<file path="config.mk">
export PLATFORM = sky130hd
export DESIGN_NAME = trimmed_filter_param_flat
export DESIGN_NICKNAME = d
export VERILOG_FILES = /design/src/rtl/trimmed_filter_param_if.sv /design/src/rtl/trimmed_filter_param.sv /design/src/flat_wrapper.sv
export SDC_FILE = /design/constraint.sdc
export NUM_CORES = 1
export LEC_CHECK = 0
export ABC_AREA = 1
export BUFFER_PORTS_ARGS = -buffer_cell sky130_fd_sc_hd__buf_2
export CORE_AREA = 2 2 156 219
export DETAILED_ROUTE_END_ITERATION = 8
export DIE_AREA = 0 0 158 221
export SLEW_MARGIN = 25
export SYNTH_ARGS = -nofsm -noshare
export SYNTH_HDL_FRONTEND = slang
export SYNTH_SLANG_ARGS = --single-unit
</file>
<file path="constraint.sdc">
create_clock -name clk -period 15.75 [get_ports clk]
set_clock_uncertainty 0.05 [all_clocks]
set_input_delay 4.725 -clock clk [delete_from_list [all_inputs] [get_ports clk]]
set_output_delay 4.725 -clock clk [all_outputs]
set_load 0.05 [all_outputs]
</file>
<file path="src/rtl/trimmed_filter_param_if.sv">
// Stream interface for the alpha-trimmed filter.
// Purpose : groups the sample-side and result-side signals of the filter so
//           the source/writer and the filter connect through one port.
// Signals : in_valid - sample qualifier (source -> filter)
//           P        - unsigned sample, DATA_W bits
//           mode     - result select sampled with P (00 trim, 01 median,
//                      10 full mean, 11 behaves as 00)
//           flush    - window clear request
//           out      - filter result, DATA_W bits (filter -> sink)
//           out_valid- one-cycle result qualifier
// Modports: master = source/sink side, slave = filter side.
interface trimmed_filter_param_if #(
  parameter int DATA_W = 8
);
  logic              in_valid;
  logic [DATA_W-1:0] P;
  logic [1:0]        mode;
  logic              flush;
  logic [DATA_W-1:0] out;
  logic              out_valid;

  modport master (
    output in_valid, P, mode, flush,
    input  out, out_valid
  );

  modport slave (
    input  in_valid, P, mode, flush,
    output out, out_valid
  );
endinterface

</file>
<file path="src/rtl/trimmed_filter_param.sv">
// Parametrised streaming alpha-trimmed filter.
// Purpose : keeps a sliding window of the last WIN accepted samples, ranks
//           them, and per sample emits the trimmed mean, the median or the
//           full mean (floored). Four-cycle latency, one result per cycle.
// Ports   : clk - rising-edge clock
//           rst - synchronous active-high reset (drops in-flight results)
//           bus - trimmed_filter_param_if.slave (in_valid, P, mode, flush,
//                 out, out_valid)
// Pipeline: p0 window/mode/valid, p1 ranks, p2 selected sum, p3 quotient,
//           then the output register.
module trimmed_filter_param #(
  parameter int DATA_W = 8,
  parameter int WIN    = 5,
  parameter int TRIM   = 1
) (
  input  logic                  clk,
  input  logic                  rst,
  trimmed_filter_param_if.slave bus
);

  localparam int RANK_W = $clog2(WIN);
  localparam int SUM_W  = DATA_W + $clog2(WIN);
  localparam int CNT_W  = $clog2(WIN + 1);
  localparam int MID    = (WIN - 1) / 2;

  localparam logic [1:0] MODE_MED  = 2'b01;
  localparam logic [1:0] MODE_FULL = 2'b10;

  localparam logic [SUM_W-1:0] DIV_TRIM = SUM_W'(WIN - 2 * TRIM);
  localparam logic [SUM_W-1:0] DIV_FULL = SUM_W'(WIN);

  if ((WIN % 2) == 0 || WIN < 3 || WIN > 15 || TRIM < 0 || TRIM > (WIN - 1) / 2)
  begin : g_bad_param
    $error("trimmed_filter_param: WIN must be odd in 3..15 and 0 <= TRIM <= (WIN-1)/2");
  end

  // Constant divisors; the median path bypasses the divide. Quotient always
  // fits DATA_W because it never exceeds the largest sample.
  function automatic logic [DATA_W-1:0] floor_div(input logic [SUM_W-1:0] s,
                                                  input logic [1:0]       m);
    logic [SUM_W-1:0] q;
    case (m)
      MODE_MED:  q = s;
      MODE_FULL: q = s / DIV_FULL;
      default:   q = s / DIV_TRIM;
    endcase
    return DATA_W'(q);
  endfunction

  logic              accept;
  logic [CNT_W-1:0]  fill_q, fill_d;
  logic              full_d;

  logic [DATA_W-1:0] w_q [WIN];
  logic [1:0]        mode_p0_q;
  logic              vld_p0_q;

  logic [RANK_W-1:0] rank_d    [WIN];
  logic [DATA_W-1:0] win_p1_q  [WIN];
  logic [RANK_W-1:0] rank_p1_q [WIN];
  logic [1:0]        mode_p1_q;
  logic              vld_p1_q;

  logic [SUM_W-1:0]  sum_all, sum_trim, sum_d;
  logic [DATA_W-1:0] med;
  logic [SUM_W-1:0]  sum_p2_q;
  logic [1:0]        mode_p2_q;
  logic              vld_p2_q;

  logic [DATA_W-1:0] q_p3_q;
  logic              vld_p3_q;

  logic [DATA_W-1:0] out_q;
  logic              out_valid_q;

  // A flush on the same edge wins over the sample, which is dropped.
  assign accept = bus.in_valid && !bus.flush;

  always_comb begin
    fill_d = fill_q;
    if (bus.flush) begin
      fill_d = '0;
    end else if (accept && fill_q != CNT_W'(WIN)) begin
      fill_d = fill_q + CNT_W'(1);
    end
  end

  // Full counts the sample being shifted in on this edge.
  assign full_d = (fill_d == CNT_W'(WIN));

  // ---- p0 -> p1: rank every window slot; equal values break by index ----
  always_comb begin
    for (int i = 0; i < WIN; i++) begin
      rank_d[i] = '0;
    end
    for (int i = 0; i < WIN; i++) begin
      for (int j = 0; j < WIN; j++) begin
        if (j != i) begin
          if (w_q[j] < w_q[i] || (w_q[j] == w_q[i] && j < i)) begin
            rank_d[i] = rank_d[i] + RANK_W'(1);
          end
        end
      end
    end
  end

  // ---- p1 -> p2: select by rank and accumulate ----
  always_comb begin
    sum_all  = '0;
    sum_trim = '0;
    med      = '0;
    for (int i = 0; i < WIN; i++) begin
      sum_all = sum_all + SUM_W'(win_p1_q[i]);
      if (int'(rank_p1_q[i]) >= TRIM && int'(rank_p1_q[i]) <= WIN - 1 - TRIM) begin
        sum_trim = sum_trim + SUM_W'(win_p1_q[i]);
      end
      if (int'(rank_p1_q[i]) == MID) begin
        med = win_p1_q[i];
      end
    end
    case (mode_p1_q)
      MODE_MED:  sum_d = SUM_W'(med);
      MODE_FULL: sum_d = sum_all;
      default:   sum_d = sum_trim;
    endcase
  end

  // Control state, window and output register: cleared by reset.
  always_ff @(posedge clk) begin
    if (rst) begin
      fill_q <= '0;
      for (int i = 0; i < WIN; i++) begin
        w_q[i] <= '0;
      end
      vld_p0_q    <= 1'b0;
      vld_p1_q    <= 1'b0;
      vld_p2_q    <= 1'b0;
      vld_p3_q    <= 1'b0;
      out_q       <= '0;
      out_valid_q <= 1'b0;
    end else begin
      fill_q <= fill_d;
      // ---- p0: window shift ----
      if (accept) begin
        w_q[0] <= bus.P;
        for (int i = 1; i < WIN; i++) begin
          w_q[i] <= w_q[i-1];
        end
      end
      vld_p0_q <= accept && full_d;
      // ---- p1 / p2 / p3 ----
      vld_p1_q <= vld_p0_q;
      vld_p2_q <= vld_p1_q;
      vld_p3_q <= vld_p2_q;
      // ---- output: hold the last result through bubbles ----
      out_valid_q <= vld_p3_q;
      if (vld_p3_q) begin
        out_q <= q_p3_q;
      end
    end
  end

  // Datapath pipeline registers; qualified only by the valids above.
  always_ff @(posedge clk) begin
    // ---- p0 ----
    if (accept) begin
      mode_p0_q <= bus.mode;
    end
    // ---- p1 ----
    win_p1_q  <= w_q;
    rank_p1_q <= rank_d;
    mode_p1_q <= mode_p0_q;
    // ---- p2 ----
    sum_p2_q  <= sum_d;
    mode_p2_q <= mode_p1_q;
    // ---- p3 ----
    q_p3_q    <= floor_div(sum_p2_q, mode_p2_q);
  end

  assign bus.out       = out_q;
  assign bus.out_valid = out_valid_q;

endmodule
</file>
<file path="src/flat_wrapper.sv">
// flat-port wrapper written by rule: the top's interface ports become plain ports
module trimmed_filter_param_flat 
#(
  parameter int DATA_W = 8,
  parameter int WIN    = 5,
  parameter int TRIM   = 1
)
  (clk, rst, bus_in_valid, bus_P, bus_mode, bus_flush, bus_out, bus_out_valid);
  trimmed_filter_param_if #(.DATA_W(DATA_W)) bus_i ();
  input  logic clk;
  input  logic rst;
  input wire logic [$bits(bus_i.in_valid)-1:0] bus_in_valid;
  input wire logic [$bits(bus_i.P)-1:0] bus_P;
  input wire logic [$bits(bus_i.mode)-1:0] bus_mode;
  input wire logic [$bits(bus_i.flush)-1:0] bus_flush;
  output wire logic [$bits(bus_i.out)-1:0] bus_out;
  output wire logic [$bits(bus_i.out_valid)-1:0] bus_out_valid;
  assign bus_i.in_valid = bus_in_valid;
  assign bus_i.P = bus_P;
  assign bus_i.mode = bus_mode;
  assign bus_i.flush = bus_flush;
  assign bus_out = bus_i.out;
  assign bus_out_valid = bus_i.out_valid;
  trimmed_filter_param #(.DATA_W(DATA_W), .WIN(WIN), .TRIM(TRIM)) u_core (.clk(clk), .rst(rst), .bus(bus_i));
endmodule
</file>
# Word level (Yosys, flattened, before mapping)

Index checks and enable logic that the tools add are counted.

Register bits: 136
Bits in latches: 0
Bits in writable memories: 0
Memory bits (read-only): 0
Output and inout bits: 9
Logic and storage cells: 157
Memories kept: 0

Add/subtract/negate cells: 24
$mul: 0
Div/mod/pow operators: 2
Magnitude comparators: 30
Equality and inequality tests: 21
Shift-type cells: 0
Muxes and demuxes: 34
Bitwise operators: 0
Reductions and logical operators: 19

Operator list:

| operator              | count |
|---|---|
| $lt 8x8->1            | 20 |
| $eq 8x8->1            | 10 |
| $add 11x8->11         | 6 |
| $mux 3                | 17 |
| $mux 8                | 6 |
| $mux 11               | 4 |
| $add 3x1->3 const B   | 11 |
| $pmux 11 s2           | 1 |
| $add 8x8->9           | 2 |
| $eq 3x3->1 const B    | 6 |
| $pmux 8 s2            | 1 |
| $ge 3x1->1 const B    | 5 |
| $le 3x2->1 const B    | 5 |
| $div 11x2->11 const B | 1 |
| $div 11x3->11 const B | 1 |
| $add 1x1->2 const B   | 5 |
| $logic_or 1x1->1      | 10 |
| $logic_and 1x1->1     | 8 |
| $mux 1                | 5 |
| $eq 2x1->1 const B    | 2 |
| $eq 2x2->1 const B    | 2 |
| $ne 3x3->1 const B    | 1 |
| $logic_not 1->1       | 1 |

# Logic depth before layout (Yosys ltp)

Gate-level depths: netlist of the first run.

Depth after elaboration: 12
Gate-level depth with buffers: 82
Gate-level depth less buffers: 82

# Least setup slack after synthesis of the first run

OpenSTA, ideal clock, no wires.

Path kind: flip-flop to flip-flop
Start point: reg u_core.mode_p2_q[0]
End point: reg u_core.q_p3_q[0]
Library setup time: 113 ps
Arrival: 12050 ps
Slack: 3537 ps
Cell stages (with the launch flop): 75
Buffers on the path: 0
Clock period less this slack: 12213 ps
Path through: dfxtp_1 inv_2 nand2_2 inv_1 ha_1 xor2_1 nand2_1 nand2_1 ha_1 a21oi_4 nand2_1 nand2_1 ha_1 nand2_1 nand2_1 a21oi_4 nand3_2 xor2_1 [39 not listed] o21ai_0 inv_1 ha_1 a21oi_1 and2_2 nand3_4 nor2_4 nand2_2 mux2_4 ha_1 a211oi_1 o21ai_0 nor2_1 nand3_1 nor2_1 nand4_1 nor2_1 nor2_1

RTL lines:

| element                | RTL line                    | RTL |
|---|---|---|
| start, declared        | trimmed_filter_param.sv:67  | `logic [1:0] mode_p2_q;` |
| start signal, assigned | trimmed_filter_param.sv:175 | `mode_p2_q <= mode_p1_q;` |
| end signal, assigned   | trimmed_filter_param.sv:177 | `q_p3_q <= floor_div(sum_p2_q, mode_p2_q);` |
| end, declared          | trimmed_filter_param.sv:70  | `logic [DATA_W-1:0] q_p3_q;` |

==> results of run 1 <==
==> final timing paths <==
kind                                                     from                          end  slack (ps)  cells after the start
worst max-delay path              u_core.mode_p2_q[1]$_DFF_P_     u_core.q_p3_q[0]$_DFF_P_        1660                     73
worst min-delay path            u_core.mode_p0_q[1]$_DFFE_PP_  u_core.mode_p1_q[1]$_DFF_P_         290                      0
worst max register to register    u_core.mode_p2_q[1]$_DFF_P_     u_core.q_p3_q[0]$_DFF_P_        1660                     73
worst min register to register  u_core.mode_p0_q[1]$_DFFE_PP_  u_core.mode_p1_q[1]$_DFF_P_         290                      0
==> cell type report <==
cell class | count | area (um2)
Clock buffer | 20 | 436.7
Sequential cell | 136 | 2743
Tap cell | 445 | 556.8
Multi-Input combinational cell | 1132 | 7566
Timing Repair Buffer | 30 | 172.7
Fill cell | 3486 | 20480
Clock inverter | 10 | 82.58
Inverter | 259 | 979.7
==> synth_stat cells, drive strengths merged (8+ instances only) <==
library cell / number / area, um2
or2: 13 / 81.33
o21bai: 9 / 67.56
clkbuf: 22 / 82.58
a21oi: 106 / 560.5
xor2: 32 / 280.3
nor2: 148 / 613.1
a211oi: 48 / 360.4
nand3: 77 / 440.4
o21ai: 91 / 459.2
a31oi: 13 / 81.33
xnor2: 18 / 157.7
nand2: 298 / 1241
nor3: 11 / 55.05
o211ai: 8 / 60.06
nand4: 25 / 186.4
fa: 22 / 440.4
ha: 170 / 2127
inv: 255 / 964.7
dfxtp: 134 / 2683
==> through the flow <==
| stage | std cells | setup WS, ps |
|---|---|---|
| finish | 2032 | 1663 |
| global route | 2032 | 66.78 |
| CTS | 2032 | 1657 |
| detailed placement | 2002 | 1711 |
| global placement | 2002 | 2198 |
| floorplan | 1551 | 3537 |
==> state kept, by name (all words and copies together), names as in the netlist, 2 cells and up <==
name and flops:
u_core.w_q 40, u_core.win_p1_q 40, u_core.rank_p1_q 15, u_core.sum_p2_q 11, u_core.bus.out 8, u_core.q_p3_q 8
u_core.fill_q 3, u_core.mode_p0_q 2, u_core.mode_p1_q 2, u_core.mode_p2_q 2
==> cells in the final DEF, fill, tap and decap left out, types with 21 or more instances in the layout <==
master    Yosys  layout
a211oi_1     48      48
ha_1        170     170
nand2_1     271     270
buf_2         0      21
nand4_1      23      23
fa_1         22      22
nand3_1      69      69
o21ai_0      84      84
nor2_1      142     142
dfxtp_1     134     134
inv_1       245     245
xor2_1       32      32
a21oi_1     102     102
==> logic make-up (layout without fill, tap and decap cells) <==
logic type	after synthesis	after routing	share of synthesized area, %
flops	136	136	24.11
compound gates	299	299	15.67
buf+inv	283	319	9.404
mux	5	5	0.5279
fa+ha+maj	192	192	22.57
simple gates	586	586	23.87
xor+xnor	50	50	3.850
==> layer usage <==
layer  track usage (%)  vias up
met5                 0        -
met4             6.975        0
met3             1.821       52
met2             34.77      135
met1             18.24     4584
li1                  -     5195
==> critical path, delay by kind of cell, from the launching register on <==
kind | cells | cell delay (ps)
flops | 1 | 340
mux | 1 | 300
compound gates | 13 | 3420
buf+inv | 10 | 1210
simple gates | 34 | 4590
fa+ha+maj | 10 | 3000
xor+xnor | 5 | 1060
==> impl_results.md, run 1 <==
* Post-Syn Area at 11380 um2
* I/O Buffers at 22
* Crit path DAT at 14340 ps
* Routability congestion estimate from global placement at 0.8727
* Effective utilization at floorplan at 34.46%
* CTS resizes at 0
* Crit path top cell by count: nand2_1
* Worst setup SP type: flop
* Slew margin rel. at 43.93%
* DRC viols at 0
* Num ports at 23
* Die area at 34920 um2
* Pin count of the biggest net entering global routing at 68
* Routed vias at 9966
* DP Area at 12020 um2
* Fmax at 70.99 MHz
* Yosys cell types at 56
* Height of the die at 221 um
* Post-synth ARST share at 0%
* Share of cells above drive strength 1 at 8.444%
* H-tree levels at 4
* Total GRT Usage at between 15 and 20%
* Fin area at 12540 um2
* Routed wire length on met3 at 524 um
* Post-Syn Nets at 1757
* Clk root buf: clkbuf_16
* Slew @ Worst Pin at 835.4 ps
* Fin crit period at around 14000 ps
* Synthesized flop and latch total at 136
* Max Cap Viol at 0
* CTS max path bufs at 2
* CTS tree: done
* CTS buffer count at 17
* Fin util at roughly 38%
* Hold WS at around 290 ps
* Crit-path max FO at 13
* Clk_lat worst skew at 430 ps
* Post-DR vias/cell at 4.905
* Synthesized area per cell at 7.335 um2
* EDFF count, synth at 2
* Antenna viol nets, final at 0
* Fin crit share at a little under 90%
* Slowest CP cell: a21oi_1
* Syn-to-layout area delta at 10.21%
* RSZ-0062 raised after global routing: no
* Max Used Layer: met4
* CTS Hold Bufs at 0
* Die width at between 150 and 200 um
* Setup_tns at 0 ps
* HPWL Detailed at 24450 um
* Row count at slightly below 80
* # diodes at 0
* Wl on met1 at between 10000 and 15000 um
* Routed WL at 29750 um
* Synth warnings at 0
* Grt total ovfl at 0
* Final Setup Violations at 0
* Wire length of the first global-routing pass at about 48000 um
* Vias in the first global route at 9814
* Area of the core at 33010 um2
* Clock Sinks at 136
* Status: finished, final reports clean
* DR WL/cell at 14.64 um
* Pre-antenna DRT Iters at 5
* Net count, final at 1782
* Endpoint type of the worst setup path: flop
* Post-Syn Instances at 1551
* Critical setup path kind: flop to flop
* Slowest stage delay, CP at 480 ps
* Hold Crit Class: flop to flop
* Post-CTS Setup Inserts at 0
* First-iteration detailed-routing DRC count at 426
* Seq/Total Area, Yosys at 24.11%
* Met2 WL at 16420 um
* Synth Flop Type: dfxtp_1
* Max Slew Vio Count at 0
* CTS clk-pin slew, worst paths at roughly 60 ps
* Initial antenna violation count at 0
* Final hold viol count at 0
* Worst Path Required at 16000 ps
Power of run 1 is not shown: default switching activity piles up to over one toggle a cycle in this logic, so the estimate is an artifact.
==> run 2: changes to the inputs <==
Settings changed: ABC_AREA 1 to default, CORE_AREA 2 2 156 219 to 2 2 154 216, DIE_AREA 0 0 158 221 to 0 0 156 218.
==> impl_results.md, run 2 <==
* Status: finished, final reports clean (unchanged)
* CTS Hold Bufs at 0 (unchanged)
* Crit path top cell by count: ha_1 (was nand2_1)
* Most frequent cell after synthesis: ha_1 (was nand2_1)
* Antenna viol nets, final at 0 (unchanged)
* Row count at 78 (was 79)
* Delay-heaviest family, CP: compound AO/OA/AOI/OAI gates (was simple AND/OR/NAND/NOR gates)
* CTS buffer count at 17 (unchanged)
* Effective utilization at floorplan at 34.61% (was 34.46%)
* Area leader, netlist: dfxtp_1 (unchanged)
* Dominant cells by area after synthesis: dfxtp_1 (24%), ha_1 (19%), a21oi_1 (6.0%) (was dfxtp_1 (24%), ha_1 (19%), nand2_1 (8.9%))
* I/O Buffers at 22 (unchanged)
* Worst setup SP type: flop (unchanged)
* Max Cap Viol at 0 (unchanged)
* Filler cells at 3237 (was 3486)
* Synthesized flop and latch total at 136 (unchanged)
* Crit-path max FO at 14 (was 13)
* Critical setup path kind: flop to flop (unchanged)
* Final Setup Violations at 0 (unchanged)
* Height of the die at 218 um (was 221 um)
* Endpoint type of the worst setup path: flop (unchanged)
* Vias in the first global route at 9147 (was 9814)
* Synthesized area per cell at 8.508 um2 (was 7.335 um2)
* Cells after DPL at 1703 (was 2002)
* # diodes at 0 (unchanged)
* RSZ-0062 raised after global routing: no (unchanged)
* Most frequent cells in the layout: ha_1 (170), nand2_1 (138), a21oi_1 (134), dfxtp_1 (134), inv_1 (114) (was nand2_1 (270), inv_1 (245), ha_1 (170))
* Largest regs: u_core.w_q x40, u_core.win_p1_q x40, u_core.rank_p1_q x15 (unchanged)
* Post-CTS Setup Inserts at 0 (unchanged)
* Pleak at 0.005573 uW
* Final hold viol count at 0 (unchanged)
* Synth Area in XOR/XNOR at 6.384% (was 3.850%)
* HPWL Detailed at 23150 um (was 24450 um)
* Synth Area in Adders at 23.20% (was 22.57%)
* Fin crit period at 14400 ps (was 14090 ps)
* Max Slew Vio Count at 0 (unchanged)
* Slowest CP cell: or3_4 (was a21oi_1)
* Synth Area in Compound Gates at 22.27% (was 15.67%)
* Total GRT Usage at 17.61% (was 17.53%)
* Initial antenna violation count at 0 (unchanged)
* H-tree levels at 4 (unchanged)
* Yosys cell types at 94 (was 56)
* Register area at 2743 um2 (unchanged)
* First-iteration detailed-routing DRC count at 354 (was 426)
* Pre-antenna DRT Iters at 5 (unchanged)
* Clk_lat worst skew at 440 ps (was 430 ps)
* Routability congestion estimate from global placement at 0.9196 (was 0.8727)
* Slew margin rel. at 32.11% (was 43.93%)
* Syn-to-layout area delta at 10.67% (was 10.21%)
* VDD IR max at 0.0001644 V
* CTS resizes at 0 (unchanged)
* Slew @ Worst Pin at 1016 ps (was 835.4 ps)
* Seq/Total Area, Yosys at 24.68% (was 24.11%)
* Setup_tns at 0 ps (unchanged)
* Largest family of logic cells by synthesized area: adder cells (was simple AND/OR/NAND/NOR gates)
* Pin count of the biggest net entering global routing at 56 (was 68)
* CTS tree: done (unchanged)
* Worst Path Required at 16020 ps (was 16000 ps)
* Power per Cell Area at 200.3 nW/um2
* Post-Syn Area at 11110 um2 (was 11380 um2)
* Area of the core at 32110 um2 (was 33010 um2)
* Post-DR vias/cell at 5.245 (was 4.905)
* Post-Syn Instances at 1306 (was 1551)
* Grt total ovfl at 0 (unchanged)
* Post-synth ARST share at 0% (unchanged)
* Mux cell area share after synthesis at 3.142% (was 0.5279%)
* Routed WL at 28980 um (was 29750 um)
* Wire length of the first global-routing pass at 46540 um (was 48180 um)
* Fmax at 69.47 MHz (was 70.99 MHz)
* DRC viols at 0 (unchanged)
* Die width at 156 um (was 158 um)
* Cell Count, Final, Fillers Out at 1735 (was 2032)
* Routed vias at 9100 (was 9966)
* Share of cells above drive strength 1 at 10.41% (was 8.444%)
* Synth Flop Type: dfxtp_1 (unchanged)
* Slowest stage delay, CP at 410 ps (was 480 ps)
* Commonest non-fill, non-tap cell in the layout: ha_1 (was nand2_1)
* CTS max path bufs at 2 (unchanged)
* Num ports at 23 (unchanged)
* Die area at 34010 um2 (was 34920 um2)
* EDFF count, synth at 2 (unchanged)
* Synth top area share at 24.14% (was 23.58%)
* Post-Syn Nets at 1512 (was 1757)
* DR WL/cell at 16.70 um (was 14.64 um)
* Multi-input gate area at 7824 um2 (was 7566 um2)
* Crit path DAT at 14660 ps (was 14340 ps)
* Clock Sinks at 136 (unchanged)
* Fin crit share at 91.40% (was 89.44%)
* Net count, final at 1528 (was 1782)
* Clk root buf: clkbuf_16 (unchanged)
* Post-synth top cells: ha_1 (170), nand2_1 (138), a21oi_1 (134), dfxtp_1 (134), inv_1 (114) (was nand2_1 (271), inv_1 (245), ha_1 (170))
* Synth Area in Simple Gates at 15.21% (was 23.87%)
* Hold Crit Class: flop to flop (unchanged)
* Crit path buffers/inverters at 3 (was 10)
* CTS clk-pin slew, worst paths at 60 ps (about the same)
* Synth warnings at 0 (unchanged)
run 2: layout make-up:
type	instances	share of cell area [%]
Inverter	118	3.602
Sequential cell	136	22.30
Multi-Input combinational cell	1020	63.62
Clock inverter	13	1.485
Clock buffer	19	3.602
Tap cell	400	4.070
Timing Repair Buffer	29	1.323
run 2: layer usage:
| layer | vias to the layer above | wire length, um | GRT usage, % |
|---|---|---|---|
| li1 | 4625 | - | - |
| met1 | 4258 | 11360 | 18.11 |
| met2 | 143 | 15630 | 33.76 |
| met3 | 74 | 526 | 2.206 |
| met4 | 0 | 1462 | 10.18 |
| met5 | - | 0 | 0 |
run 2: logic make-up after synthesis:
logic type | after synthesis
muxes | 31
DFF | 136
adders and majority gates | 193
and+or+nand+nor | 340
xor gates and xnor gates | 81
AOI/OAI and AO/OA | 375
buffers and inverters | 150
run 2: worst register-to-register path, delay by kind of cell, from the launching register on:
kind,cells,cell delay (ps)
AO/OA/AOI/OAI,20,5350
XOR/XNOR,5,1010
AND/OR/NAND/NOR,16,3380
buffers and inverters,3,390
adder cells (fa/ha/maj),10,3040
multiplexers,2,750
flip-flops,1,330
run 2: where the power goes:
part           total [uW]  switching, uW  internal, uW
registers             406           27.9           379
clock network         435            176           259
logic                1620            939           682
run 2: worst paths after layout:
check	endpoint	slack [ps]	startpoint	cells past startpoint
worst min register to register	u_core.mode_p1_q[0]$_DFF_P_	290	u_core.mode_p0_q[0]$_DFFE_PP_	0
worst min-delay path	u_core.mode_p1_q[0]$_DFF_P_	290	u_core.mode_p0_q[0]$_DFFE_PP_	0
worst max-delay path	u_core.q_p3_q[0]$_DFF_P_	1350	u_core.mode_p2_q[1]$_DFF_P_	56
worst max register to register	u_core.q_p3_q[0]$_DFF_P_	1350	u_core.mode_p2_q[1]$_DFF_P_	56
run 2: per-stage QoR:
step | total power (uW) | instance area (um2) | hold WS [ps] | setup slack (ps) | util, %
global placement | 2018 | 11670 | 275.5 | 1708 | 36.33
CTS | 2462 | 12300 | 301.0 | 1432 | 38.30
finish | 2463 | 12300 | 294.3 | 1355 | 38.30
global route | 2656 | 12300 | 306.3 | 266.7 | 38.30
floorplan | 1720 | 11110 | 273.3 | 2724 | -
detailed placement | 2017 | 11670 | 290.2 | 1483 | 36.35
No activity file was read; power rests on OpenSTA's default activity.
==> run 3: changes to the inputs <==
Settings changed: CTS_CLUSTER_DIAMETER from default to 100.
Clock period 15.75 ns to 15.95 ns, I/O delays scaled along.
==> impl_results.md, run 3 (synthesized netlist as in run 2, its figures left out) <==
* CTS buffer count at 17 (unchanged)
* Slowest stage delay, CP at 410 ps (about the same)
* Critical setup path kind: flop to flop (unchanged)
* Max Cap Viol at 0 (unchanged)
* Hold Crit Class: flop to flop (unchanged)
* Fmax at 69.54 MHz (was 69.47 MHz)
* Flop-to-flop setup slack at 1570 ps (was 1350 ps)
* Height of the die at 218 um (unchanged)
* Routability congestion estimate from global placement at 0.9026 (was 0.9196)
* Effective utilization at floorplan at 34.61% (unchanged)
* HPWL Detailed at 23230 um (was 23150 um)
* # diodes at 0 (unchanged)
* Filler cells at 3206 (was 3237)
* CTS clk-pin slew, worst paths at 60 ps (about the same)
* Most frequent cells in the layout: ha_1 (170), nand2_1 (138), a21oi_1 (134), dfxtp_1 (134), inv_1 (114) (unchanged)
* Row count at 78 (unchanged)
* Endpoint type of the worst setup path: flop (unchanged)
* Die width at 156 um (unchanged)
* RSZ-0062 raised after global routing: no (unchanged)
* Post-DR vias/cell at 5.240 (was 5.245)
* I/O Buffers at 22 (unchanged)
* Crit-path max FO at 14 (unchanged)
* Final hold viol count at 0 (unchanged)
* Clk root buf: clkbuf_16 (unchanged)
* Max Slew Vio Count at 0 (unchanged)
* Slew margin rel. at 34.75% (was 32.11%)
* CTS resizes at 0 (unchanged)
* Share of cells above drive strength 1 at 10.29% (was 10.41%)
* Wire length of the first global-routing pass at 46600 um (was 46540 um)
* Vias in the first global route at 9089 (was 9147)
* Syn-to-layout area delta at 10.05% (was 10.67%)
* CTS tree: done (unchanged)
* Status: finished, final reports clean (unchanged)
* Crit path DAT at 14650 ps (was 14660 ps)
* Grt total ovfl at 0 (unchanged)
* Setup_tns at 0 ps (unchanged)
* DR WL/cell at 16.67 um (was 16.70 um)
* Clk_lat worst skew at 430 ps (was 440 ps)
* Area of the core at 32110 um2 (unchanged)
* CTS Hold Bufs at 0 (unchanged)
* Pin count of the biggest net entering global routing at 56 (unchanged)
* Net count, final at 1527 (was 1528)
* CTS max path bufs at 2 (unchanged)
* Largest regs: u_core.w_q x40, u_core.win_p1_q x40, u_core.rank_p1_q x15 (unchanged)
* Overall power at 2378 uW (was 2463 uW)
* Crit path top cell by count: ha_1 (unchanged)
* Pre-antenna DRT Iters at 4 (was 5)
* Initial antenna violation count at 0 (unchanged)
* Final Setup Violations at 0 (unchanged)
* Worst setup SP type: flop (unchanged)
* Slew @ Worst Pin at 976.2 ps (was 1016 ps)
* H-tree levels at 4 (unchanged)
* VDD IR max at 0.0001825 V (was 0.0001644 V)
* Worst Path Required at 16220 ps (was 16020 ps)
* Slowest CP cell: a2111oi_0 (was or3_4)
* Die area at 34010 um2 (unchanged)
* Routed vias at 9076 (was 9100)
* Pleak at 0.005528 uW (was 0.005573 uW)
* Total GRT Usage at 17.63% (was 17.61%)
* Clock Sinks at 136 (unchanged)
* First-iteration detailed-routing DRC count at 362 (was 354)
* Fin crit share at 90.15% (was 91.40%)
* Delay-heaviest family, CP: compound AO/OA/AOI/OAI gates (unchanged)
* Fin crit period at 14380 ps (was 14400 ps)
* Routed WL at 28870 um (was 28980 um)
* DRC viols at 0 (unchanged)
* Post-CTS Setup Inserts at 0 (unchanged)
* Power per Cell Area at 194.5 nW/um2 (was 200.3 nW/um2)
* Num ports at 23 (unchanged)
* Crit path buffers/inverters at 3 (unchanged)
* Antenna viol nets, final at 0 (unchanged)
* Commonest non-fill, non-tap cell in the layout: ha_1 (unchanged)
-- run 3: layout make-up --
type | count | area (um2) | area share (%)
clock buffers | 18 | 439.2 | 3.591
clock inverters | 12 | 118.9 | 0.9720
inverters | 118 | 442.9 | 3.622
multi-input cells | 1020 | 7830 | 64.03
flip-flops and latches | 136 | 2743 | 22.43
well taps | 400 | 500.5 | 4.092
repair buffers | 28 | 155.1 | 1.269
-- run 3: routing by layer --
metal	part of all wire [%]	track usage, %	vias to the layer above
li1	-	-	4624
met1	39	18.23	4254
met3	2.0	2.246	64
met5	0	0	-
met2	55	34.20	134
met4	4.6	9.083	0
-- run 3: path summary, 6_finish.rpt --
check,start,end,cells after the start
min,u_core.mode_p0_q[0]$_DFFE_PP_,u_core.mode_p1_q[0]$_DFF_P_,0
max reg2reg,u_core.mode_p2_q[1]$_DFF_P_,u_core.q_p3_q[0]$_DFF_P_,56
max,u_core.mode_p2_q[1]$_DFF_P_,u_core.q_p3_q[0]$_DFF_P_,56
min reg2reg,u_core.mode_p0_q[0]$_DFFE_PP_,u_core.mode_p1_q[0]$_DFF_P_,0
-- run 3: stage by stage --
step                      std cells  hold slack, ps  cell area, um2  util (%)  worst slack, ps
after floorplan                1306           273.3           11110         -             2924
after global placement         1702           273.9           11660     36.31             1860
after detailed placement       1702           276.9           11660     36.33             1608
after CTS                      1732           289.0           12220     38.07             1563
after global routing           1732           292.9           12230     38.09            536.9
final                          1732           288.7           12230     38.09             1570
-- run 3: report_power, final --
part           switching, uW  internal (uW)  leakage, uW
Combinational            923            671      0.00415
Sequential              27.9            374      0.00111
Clock                    163            219     0.000267
